$ cat src/rtl/pad_cell_drv_pkg.sv
// Shared types and constants for the bidirectional pad driver controller.
package pad_cell_drv_pkg;

  localparam int CNT_W              = 4;
  localparam int ATTR_FORCE_HIZ_BIT = 0;
  localparam int ATTR_INVERT_BIT    = 1;

  typedef enum logic [1:0] {
    HIZ      = 2'd0,
    TURN_ON  = 2'd1,
    DRIVE    = 2'd2,
    TURN_OFF = 2'd3
  } pad_drv_state_e;

endpackage

$ cat src/rtl/pad_cell_bidir_driver_ctrl_pad_in_sync.sv
// Pad input synchronizer; PAD_CELL_INPUT_GLITCH_FILTER_EN adds a 3-sample
// agreement filter behind the last stage.
module pad_in_sync #(
  parameter int SYNC_STAGES = 2
) (
  input  logic clk_i,
  input  logic rst_ni,
  input  logic pad_in_i,
  output logic core_in_o
);

  logic [SYNC_STAGES-1:0] r_sync;
  logic                   w_last;

  always_ff @(posedge clk_i or negedge rst_ni) begin
    if (!rst_ni) r_sync <= '0;
    else         r_sync <= {r_sync[SYNC_STAGES-2:0], pad_in_i};
  end

  assign w_last = r_sync[SYNC_STAGES-1];

`ifdef PAD_CELL_INPUT_GLITCH_FILTER_EN
  logic [1:0] r_filt;
  logic       r_hold;
  logic [2:0] w_win;
  logic       w_agree;

  // The window's newest tap is the last sync stage itself, so only two
  // extra flops of latency are added.
  assign w_win     = {r_filt, w_last};
  assign w_agree   = (&w_win) | ~(|w_win);
  assign core_in_o = w_agree ? w_last : r_hold;

  always_ff @(posedge clk_i or negedge rst_ni) begin
    if (!rst_ni) begin
      r_filt <= '0;
      r_hold <= 1'b0;
    end else begin
      r_filt <= {r_filt[0], w_last};
      r_hold <= core_in_o;
    end
  end
`else
  assign core_in_o = w_last;
`endif

endmodule

$ cat src/rtl/pad_cell_bidir_driver_ctrl.sv
// Pad output-enable controller with dead-time turnaround and input sync.
// Optional macro: PAD_CELL_INPUT_GLITCH_FILTER_EN (input glitch filter).
module pad_cell_bidir_driver_ctrl
  import pad_cell_drv_pkg::*;
#(
  parameter int PADATTR     = 16,
  parameter int TURN_CYCLES = 2,   // legal 1..15
  parameter int SYNC_STAGES = 2    // legal 2..4
) (
  input  logic               clk_i,
  input  logic               rst_ni,
  input  logic               core_out_i,
  input  logic               core_oe_i,
  output logic               core_in_o,
  output logic               busy_o,
  output logic               pad_out_o,
  output logic               pad_oe_o,
  input  logic               pad_in_i,
  input  logic [PADATTR-1:0] pad_attributes_i
);

  localparam logic [CNT_W-1:0] TURN_INIT = CNT_W'(TURN_CYCLES - 1);

  pad_drv_state_e   r_state, w_state_nxt;
  logic [CNT_W-1:0] r_cnt, w_cnt_nxt;
  logic             r_pad_oe, r_busy, r_pad_out;
  logic             w_force, w_invert, w_want;
  logic             w_unused_attr;

  assign w_force       = pad_attributes_i[ATTR_FORCE_HIZ_BIT];
  assign w_invert      = pad_attributes_i[ATTR_INVERT_BIT];
  assign w_want        = core_oe_i & ~w_force;
  assign w_unused_attr = ^pad_attributes_i;

  always_ff @(posedge clk_i or negedge rst_ni) begin
    if (!rst_ni) begin
      r_state <= HIZ;
      r_cnt   <= '0;
    end else begin
      r_state <= w_state_nxt;
      r_cnt   <= w_cnt_nxt;
    end
  end

  always_comb begin
    w_state_nxt = r_state;
    w_cnt_nxt   = r_cnt;
    case (r_state)
      HIZ: begin
        if (w_want) begin
          w_state_nxt = TURN_ON;
          w_cnt_nxt   = TURN_INIT;
        end
      end
      TURN_ON: begin
        if (!w_want)            w_state_nxt = HIZ;
        else if (r_cnt == '0)   w_state_nxt = DRIVE;
        else                    w_cnt_nxt   = r_cnt - CNT_W'(1);
      end
      DRIVE: begin
        if (!w_want) begin
          w_state_nxt = TURN_OFF;
          w_cnt_nxt   = TURN_INIT;
        end
      end
      TURN_OFF: begin
        // Release is never aborted: the external driver must get its full dead time.
        if (r_cnt == '0) w_state_nxt = HIZ;
        else             w_cnt_nxt   = r_cnt - CNT_W'(1);
      end
      default: w_state_nxt = HIZ;
    endcase
  end

  // Outputs are registered from the next state so the pad sees clean edges.
  always_ff @(posedge clk_i or negedge rst_ni) begin
    if (!rst_ni) begin
      r_pad_oe  <= 1'b0;
      r_busy    <= 1'b0;
      r_pad_out <= 1'b0;
    end else begin
      r_pad_oe  <= (w_state_nxt == DRIVE);
      r_busy    <= (w_state_nxt == TURN_ON) || (w_state_nxt == TURN_OFF);
      r_pad_out <= core_out_i ^ w_invert;
    end
  end

  assign pad_oe_o  = r_pad_oe;
  assign busy_o    = r_busy;
  assign pad_out_o = r_pad_out;

  pad_in_sync #(
    .SYNC_STAGES (SYNC_STAGES)
  ) u_pad_in_sync (
    .clk_i     (clk_i),
    .rst_ni    (rst_ni),
    .pad_in_i  (pad_in_i),
    .core_in_o (core_in_o)
  );

endmodule
$ cat config.mk
export PLATFORM = sky130hd
export DESIGN_NAME = pad_cell_bidir_driver_ctrl
export DESIGN_NICKNAME = d
export VERILOG_FILES = /design/src/rtl/pad_cell_drv_pkg.sv /design/src/rtl/pad_cell_bidir_driver_ctrl_pad_in_sync.sv /design/src/rtl/pad_cell_bidir_driver_ctrl.sv
export SDC_FILE = /design/constraint.sdc
export NUM_CORES = 1
export LEC_CHECK = 0
export ABC_AREA = 1
export BUFFER_PORTS_ARGS = -buffer_cell sky130_fd_sc_hd__buf_2
export CELL_PAD_IN_SITES_DETAIL_PLACEMENT = 0
export CELL_PAD_IN_SITES_GLOBAL_PLACEMENT = 2
export CORE_ASPECT_RATIO = 1.2
export CORE_MARGIN = 1.5
export CORE_UTILIZATION = 25
export CTS_CLUSTER_SIZE = 20
export DETAILED_ROUTE_END_ITERATION = 10
export PLACE_DENSITY_LB_ADDON = 0.1
export SLEW_MARGIN = 30
export SYNTH_ARGS = -nofsm -noshare
export SYNTH_HDL_FRONTEND = slang
export SYNTH_HIERARCHICAL = 1
export SYNTH_SLANG_ARGS = --single-unit
$ cat constraint.sdc
create_clock -name clk_i -period 3.1 [get_ports clk_i]
set_input_delay 0.155 -clock clk_i [delete_from_list [all_inputs] [get_ports clk_i]]
set_output_delay 0.155 -clock clk_i [all_outputs]
set_load 0.01 [all_outputs]
==> results of run 1 <==
==> power by group through the flow <==
stage          clock network [mW]  registers [mW]  logic [mW]
6_report                   0.0973           0.225       0.257
5_1_grt                     0.111           0.230       0.298
4_1_cts                     0.103           0.226       0.263
3_5_place_dp                    0           0.229       0.261
3_3_place_gp                    0           0.228       0.260
2_1_floorplan                   0           0.228       0.195
==> worst max-delay path by stage <==
stage              from        to  slack, ns  cells past startpoint
2_1_floorplan  r_cnt[0]  r_cnt[0]       1.92                      9
3_3_place_gp   r_cnt[0]  r_cnt[2]       1.74                      9
3_5_place_dp   r_cnt[0]  r_cnt[2]       1.73                      9
4_1_cts        r_cnt[0]  r_cnt[2]       1.71                      9
5_1_grt        r_cnt[0]  r_cnt[0]       1.60                      9
6_report       r_cnt[0]  r_cnt[0]       1.74                      9
==> synthesized netlist by cell type, drive strengths merged <==
master  instances
nand3b          1
xor2            1
o21ai           4
dfrtp          11
nor2            7
a21oi           1
ha              1
inv            10
nand3           2
nand2          19
==> stage by stage <==
| stage | power [mW] | hold slack, ns | setup WS [ns] | std cells | area, um^2 |
|---|---|---|---|---|---|
| 2_1_floorplan | 0.4237 | -0.1406 | 1.920 | 57 | 516.7 |
| 3_3_place_gp | 0.4887 | 0.04249 | 1.737 | 86 | 590.6 |
| 3_5_place_dp | 0.4899 | 0.03960 | 1.732 | 86 | 590.6 |
| 4_1_cts | 0.5922 | 0.05339 | 1.714 | 92 | 636.9 |
| 5_1_grt | 0.6394 | 0.04515 | 1.601 | 92 | 636.9 |
| 6_report | 0.5795 | 0.06117 | 1.738 | 92 | 636.9 |
==> cells by family after synthesis <==
logic type	count (synthesis)
DFF	11
AOI/OAI and AO/OA	5
and+or+nand+nor	29
xor gates and xnor gates	1
buffers and inverters	10
adders and majority gates	1
==> worst max-delay path, cell delays in order (launching register included) <==
cell	delay (ns)
dfrtp_1	0.35
inv_1	0.08
ha_1	0.24
nand2_1	0.09
inv_2	0.05
nand2_4	0.06
nand2_4	0.06
nor2_4	0.21
nand2_1	0.08
o21ai_1	0.08
==> metal layers <==
layer,GRT usage (%),wire length (um),vias to the layer above
met5,0,0,-
met4,6.061,4,0
met3,3.103,27,2
met2,14.01,429,6
met1,13.19,458,168
li1,-,-,206
==> final cells by class <==
| type | instances | area (um^2) |
|---|---|---|
| tap | 19 | 23.77 |
| fill | 201 | 1256 |
| sequential | 11 | 275.3 |
| multi-input combinational | 36 | 203.9 |
| clock buffer | 4 | 26.28 |
| inverter | 10 | 37.54 |
| timing repair buffer | 12 | 70.07 |
==> sequential cells by signal, indices dropped and copies added, names as in the netlist <==
signal,cells
r_state,2
r_cnt,4
busy_o,1
pad_out_o,1
u_pad_in_sync/r_sync,2
pad_oe_o,1
==> results.toml, run 1 <==
[placement]
port_buffers = 10
hpwl_um = 705.6
gp_congestion = 0.7005

[yosys]
yosys_warnings = 6
synth_cells = 57
synth_cell_types = 17
synth_area_leaders = "dfrtp_1, nand2_1, nand2_4"
ys_ff_latch = 11
synth.avg_cell_area_um2 = 9.066
yosysSeqAreaShare_pct = 53.27
netlist_area_um2 = 516.7
synthAdderAreaFrac_pct = 2.421
synth_top_area_cell = "dfrtp_1"
synth_fp_nets = 79
yosys.area_share.simple_pct = 30.51
synth-xor-area-share_pct = 1.695
synth_top_family_by_area = "simple AND/OR/NAND/NOR gates"
yosys.area.top_type_share_pct = 53.27
synth_compound_area_share_pct = 4.843
synth_mux_area_share_pct = 0

[grt]
antenna_found_initial = 0
grt_max_degree = 12
grt-ovfl-total = 0
grt_pass1_wl_um = 1635
grt_pass1_vias = 364
grt_usage_pct = 10.02

[power_and_ir_drop]
pwr-share-seq_pct = 38.8
irDropWorstVdd_mv = 0.2806
power_frac_comb_pct = 44.4
power_density_nw_per_um2 = 909.9
clkPwrFrac_pct = 16.8
swShare_pct = 41.73
p_int_uw = 337.7
power_leakage_nw = 0.3458
switching_power_uw = 241.8

[drt]
route.detailed.wl_per_inst_um = 10.00
drc = 0
vias = 382
drt_first_pass_iters = 3
ant_nets = 0
drt_iter0_drc = 5
drt_wl_total_um = 920
via_per_inst = 4.152

[floorplanning]
coreArea_um2 = 1893
start_util_pct = 27.30
die-area_um2 = 2350
fp-row-count = 17
ioPinCount = 25
die-height_um = 52.80
dieWidth_um = 44.50

[cts]
cts.sink_count = 11
cts_made_buffers = 3
worstSkewPairLatency_ns = 0.26
cts-root-buf = "clkbuf_4"
clk_pin_slew_ns = 0.07
cts_tree = "yes"
htreeDepth = 1
cts_resized = 0
cts_buffer_depth = 2
cts_hold_buf = 2
cts_setup_buffers = 0

[sta]
clock_skew_ns = 0.004077
slew_headroom_pct = 83.04
rsz0062_at_grt = "false"
setup-tns-final_ns = 0
worst_pin_slew_ns = 0.2544
slew_violations = 0
fin_crit_sh_pct = 43.95
hold_violations = 0
fmaxAchievable_mhz = 734.0
setup_violations = 0
finalCriticalPeriod_ns = 1.362

[worst_hold_path]
min_to = "pad_out_o"
holdCritStartpoint = "core_out_i"
hp-class = "in2reg"
min_delay_path_depth = 2

[setup_path]
start_kind = "flip-flop"
worst-endpoint-required_ns = 3.29
rr_endpoint = "r_cnt[0]"
cp_max_fo = 9
critPathCaptureType = "flip-flop"
rr_startpoint = "r_cnt[0]"
critPathKind = "reg2reg"
arrival_ns = 1.56
r2r_slack_ns = 1.74
worstRegToRegCells = 9

[cells_and_area]
layout_commonest_cell = "nand2_1"
final_core_util_pct = 33.64
area_growth_pct = 23.24
diodes = 0
final_nets = 96
layout_common_cells = "nand2_1, dfrtp_1, buf_2, inv_1, nor2_1"
drive_gt1_share_pct = 31.51

[status]
outcome = "complete, no violations"

[job]
max-cap-violations = 0
Power figures use the tool's default switching activity.
==> inputs of run 2 (changes only) <==
--- a/config.mk
+++ b/config.mk
@@ -11,7 +11,7 @@
 export CELL_PAD_IN_SITES_GLOBAL_PLACEMENT = 2
 export CORE_ASPECT_RATIO = 1.2
 export CORE_MARGIN = 1.5
-export CORE_UTILIZATION = 25
+export CORE_UTILIZATION = 23
 export CTS_CLUSTER_SIZE = 20
 export DETAILED_ROUTE_END_ITERATION = 10
 export PLACE_DENSITY_LB_ADDON = 0.1
==> constraint.sdc (replaced) <==
create_clock -name clk_i -period 1.4 [get_ports clk_i]
set_input_delay 0.07 -clock clk_i [delete_from_list [all_inputs] [get_ports clk_i]]
set_output_delay 0.07 -clock clk_i [all_outputs]
set_load 0.01 [all_outputs]
==> run 2 against run 1 <==
  * Core utilization fell by 0.97 points
  * Clock skew fell by 0.0015 ns
  * Clock power rose by 110%
  * Power rose by 130%
  * Count of clock-buffer cells in the layout did not move
  * Wire length rose by 3.8%
  * Global-route usage fell by 1.8 points
  * Critical endpoint unchanged
  * Highest routed layer is now met3
==> results.toml, run 2 (same netlist as run 1, synthesis figures left out) <==
[status]
outcome = "complete, no violations"

[drt]
via_per_inst = 3.748
drt_first_pass_iters = 2
drt_iter0_drc = 2
route.detailed.wl_per_inst_um = 8.925
ant_nets = 0
drt_wl_total_um = 955
vias = 401
drc = 0

[floorplanning]
die-height_um = 54.93
coreArea_um2 = 2095
ioPinCount = 25
fp-row-count = 18
start_util_pct = 24.67
dieWidth_um = 46.27
die-area_um2 = 2541

[cts]
cts.sink_count = 11
cts_resized = 0
cts_made_buffers = 3
cts_tree = "yes"
clk_pin_slew_ns = 0.07
cts_buffer_depth = 2
htreeDepth = 1
worstSkewPairLatency_ns = 0.26
cts-root-buf = "clkbuf_4"

[setup_path]
arrival_ns = 1.44
worstRegToRegCells = 8
rr_startpoint = "r_cnt[0]"
worst-endpoint-required_ns = 1.54
cp_max_fo = 4
critPathCaptureType = "flip-flop"
r2r_slack_ns = 0.1
critPathKind = "reg2reg"
rr_endpoint = "r_cnt[0]"
start_kind = "flip-flop"

[cells_and_area]
layout_commonest_cell = "nand2_1"
largestRegisters = "r_cnt (4), r_state (2), u_pad_in_sync/r_sync (2)"
largest_register_ffs = 4
area_growth_pct = 32.45
finalNonFillerCells = 107
layout_common_cells = "nand2_1, dfrtp_1, buf_2, inv_1"
nFillCells = 239
diodes = 0
largest-register = "r_cnt"
final_nets = 100
drive_gt1_share_pct = 32.47

[power_and_ir_drop]
power_leakage_nw = 0.3602
power_mw = 1.331
power_density_nw_per_um2 = 1945
irDropWorstVdd_mv = 0.9071

[sta]
fin_crit_sh_pct = 92.90
setup_violations = 0
finalCriticalPeriod_ns = 1.301
clock_skew_ns = 0.002606
slew_violations = 0
rsz0062_at_grt = "false"
slew_headroom_pct = 83.14
fmaxAchievable_mhz = 768.9
hold_violations = 0
worst_pin_slew_ns = 0.2527
setup-tns-final_ns = 0

[worst_hold_path]
hp-class = "in2async"

[grt]
antenna_found_initial = 0
grt_pass1_vias = 355
grt_max_degree = 12
grt_pass1_wl_um = 1455
grt_usage_pct = 8.221
grt-ovfl-total = 0

[placement]
place_inst = 98
gp_congestion = 0.6233
port_buffers = 10
hpwl_um = 717

[job]
max-cap-violations = 0
[run 2: power breakdown]
part / internal [mW] / switching [mW] / leakage (nW)
logic: 0.248 / 0.380 / 0.211
clock network: 0.110 / 0.0952 / 0.0150
registers: 0.427 / 0.0709 / 0.134
[run 2: worst max path at each step]
stage	slack [ns]	end	from	cells past startpoint
6_report	0.1	r_cnt[0]	r_cnt[0]	8
5_1_grt	0.002	r_cnt[3]	r_cnt[0]	9
3_5_place_dp	0.08	r_cnt[2]	r_cnt[0]	9
4_1_cts	0.06	r_cnt[2]	r_cnt[0]	9
2_1_floorplan	0.22	r_cnt[0]	r_cnt[0]	9
3_3_place_gp	0.08	r_cnt[1]	r_cnt[0]	9
[run 2: layer usage]
layer / global-route usage [%] / share of wire (%)
met5: 0 / 0
met4: 1.429 / 0
met3: 3.896 / 2.9
met2: 13.19 / 48
met1: 10.12 / 49
[run 2: what timing repair did]
action	4_1_cts	5_1_grt
hold endpoints to repair	13	0
buffers inserted	0	0
endpoints found under the setup margin	0	3
hold buffers	4	0
[run 2: cell type report]
type / instances / area (um^2) / area share [%]
clock buffer: 4 / 26.28 / 3.839
multi-input combinational: 37 / 210.2 / 30.71
sequential: 11 / 275.3 / 40.22
tap: 30 / 37.54 / 5.484
inverter: 10 / 37.54 / 5.484
timing repair buffer: 15 / 97.59 / 14.26
[run 2: metrics by stage]
step | area [um^2] | setup WS (ns) | hold slack, ns | utilization (%)
2_1_floorplan | 516.7 | 0.2205 | -0.2256 | -
3_3_place_gp | 611.8 | 0.07620 | -0.04562 | 29.21
3_5_place_dp | 611.8 | 0.08140 | -0.04352 | 29.21
4_1_cts | 678.2 | 0.06370 | 0.1860 | 32.38
5_1_grt | 684.4 | 0.002046 | 0.2229 | 32.68
6_report | 684.4 | 0.09939 | 0.1975 | 32.68
[run 2: worst max-delay path, cell delays in order (launching register included)]
cell,delay [ns]
dfrtp_1,0.35
inv_1,0.06
ha_1,0.23
nand2_1,0.09
inv_2,0.05
nand2_4,0.06
nand2_4,0.07
nor2_2,0.20
o21ai_1,0.08
==> inputs of run 3 (changes only) <==
--- a/config.mk
+++ b/config.mk
@@ -9,7 +9,6 @@
 export BUFFER_PORTS_ARGS = -buffer_cell sky130_fd_sc_hd__buf_2
 export CELL_PAD_IN_SITES_DETAIL_PLACEMENT = 0
 export CELL_PAD_IN_SITES_GLOBAL_PLACEMENT = 2
-export CORE_ASPECT_RATIO = 1.2
 export CORE_MARGIN = 1.5
 export CORE_UTILIZATION = 23
 export CTS_CLUSTER_SIZE = 20
==> run 3 against run 2 <==
  * First-iteration DRC count increased by 100%
  * Count of clock-buffer cells in the layout unchanged
  * Core utilization is 0.78 points higher
  * Combinational power up 1%
  * Clock power grew 3%
  * Sequential share of layout area up 0.074 points
  * Largest power group unchanged
==> results.toml, run 3 (same netlist as run 1, synthesis figures left out) <==
[floorplanning]
ioPinCount = 25
fp-row-count = 16
die-height_um = 50.40
die-area_um2 = 2540
start_util_pct = 25.31
coreArea_um2 = 2042
dieWidth_um = 50.40

[grt]
antenna_found_initial = 0
grt_pass1_vias = 383
grt-ovfl-total = 0
grt_usage_pct = 8.386
grt_pass1_wl_um = 1600
grt_max_degree = 12

[cells_and_area]
multi_input_area_um2 = 212.7
final_nets = 100
layout_commonest_cell = "nand2_1"
ff_latch_area_um2 = 275.3
largest-register = "r_cnt"
nFillCells = 236
layout_common_cells = "nand2_1, dfrtp_1, buf_2, inv_1"
drive_gt1_share_pct = 33.77
largestRegisters = "r_cnt (4), r_state (2), u_pad_in_sync/r_sync (2)"
area_growth_pct = 32.20
largest_register_ffs = 4
diodes = 0

[placement]
hpwl_um = 694.6
gp_congestion = 0.6923
port_buffers = 10
dp_slack_ns = 0.08790

[setup_path]
arrival_ns = 1.39
worst-endpoint-required_ns = 1.55
start_kind = "primary input"
critPathCaptureType = "flip-flop"
cp_max_fo = 1
rr_endpoint = "r_cnt[0]"
crit_start = "core_out_i"
critPathKind = "in2reg"
worstRegToRegCells = 9
rr_startpoint = "r_cnt[0]"
r2r_slack_ns = 0.16

[drt]
drt_wl_total_um = 980
ant_nets = 0
drt_iter0_drc = 4
drc = 0
via_per_inst = 3.846
drt_first_pass_iters = 2
route.detailed.wl_per_inst_um = 9.423
vias = 400

[cts]
cts.sink_count = 11
cts_setup_buffers = 0
cts_tree = "yes"
cts-root-buf = "clkbuf_4"
cts_made_buffers = 3
cts_buffer_depth = 2
clk_pin_slew_ns = 0.07
htreeDepth = 1
worstSkewPairLatency_ns = 0.26

[sta]
layout_setup_ws_ns = 0.1540
worst_pin_slew_ns = 0.2582
slew_violations = 0
rsz0062_at_grt = "false"
clock_skew_ns = 0.0007439
setup-tns-final_ns = 0
hold_ws_ns = 0.1977
finalCriticalPeriod_ns = 1.246
slew_headroom_pct = 82.77
fin_crit_sh_pct = 89.00
fmaxAchievable_mhz = 802.6
setup_violations = 0
hold_violations = 0

[power_and_ir_drop]
power_leakage_nw = 0.3589
power_mw = 1.344
power_density_nw_per_um2 = 1968
irDropWorstVdd_mv = 0.7292

[worst_hold_path]
hp-class = "in2async"

[job]
max-cap-violations = 0

[status]
outcome = "complete, no violations"
-- run 3: cell counts in the layout (fill, tap and decap cells not counted) --
Identical to the previous run, type by type.
-- run 3: per-layer routing --
layer	global-route usage [%]	vias up	share of wire, %
li1	-	215	-
met1	10.94	176	51
met2	13.16	9	45
met3	1.786	0	3.2
met4	4.054	0	0
met5	0	-	0
-- run 3: how the worst max path moves through the flow --
| stage | endpoint | slack [ns] | cells after the start |
|---|---|---|---|
| after global routing | r_cnt[2] | 0.03 | 9 |
| after global placement | r_cnt[2] | 0.06 | 9 |
| after CTS | r_cnt[0] | 0.08 | 9 |
| after floorplan | r_cnt[0] | 0.22 | 9 |
| after detailed placement | r_cnt[0] | 0.09 | 9 |
| final | pad_out_o | 0.15 | 4 |
-- run 3: stage by stage --
| stage | util (%) | area (um^2) | instances |
|---|---|---|---|
| floorplan | - | 516.7 | 57 |
| global placement | 29.78 | 608.1 | 95 |
| detailed placement | 29.78 | 608.1 | 95 |
| CTS | 33.03 | 674.4 | 103 |
| global route | 33.46 | 683.2 | 104 |
| finish | 33.46 | 683.2 | 104 |
-- run 3: what timing repair did --
item / 4_1_cts / 5_1_grt
gates resized for setup: 0 / 1
hold buffers: 4 / 0
setup endpoints to repair: 0 / 4
endpoints found under the hold margin: 13 / 0
-- run 3: final cells by class --
cell class                      instances  share of cell area (%)
Timing Repair Buffer                   15                   14.29
Multi-Input combinational cell         37                   31.14
Inverter                               10                   5.495
Sequential cell                        11                   40.29
Clock buffer                            4                   3.846
Tap cell                               27                   4.945
-- run 3: critical path, cell delays in order --
cell           delay [ns]
dlygate4sd3_1        0.53
buf_2                0.12
xor2_1               0.12
dlygate4sd3_1        0.55
-- run 3: power by group --
group | leakage (nW) | total [mW] | internal (mW) | switching, mW
clock network | 0.0150 | 0.211 | 0.110 | 0.101
registers | 0.134 | 0.497 | 0.427 | 0.0705
logic | 0.210 | 0.636 | 0.251 | 0.385
total | 0.359 | 1.34 | 0.788 | 0.557
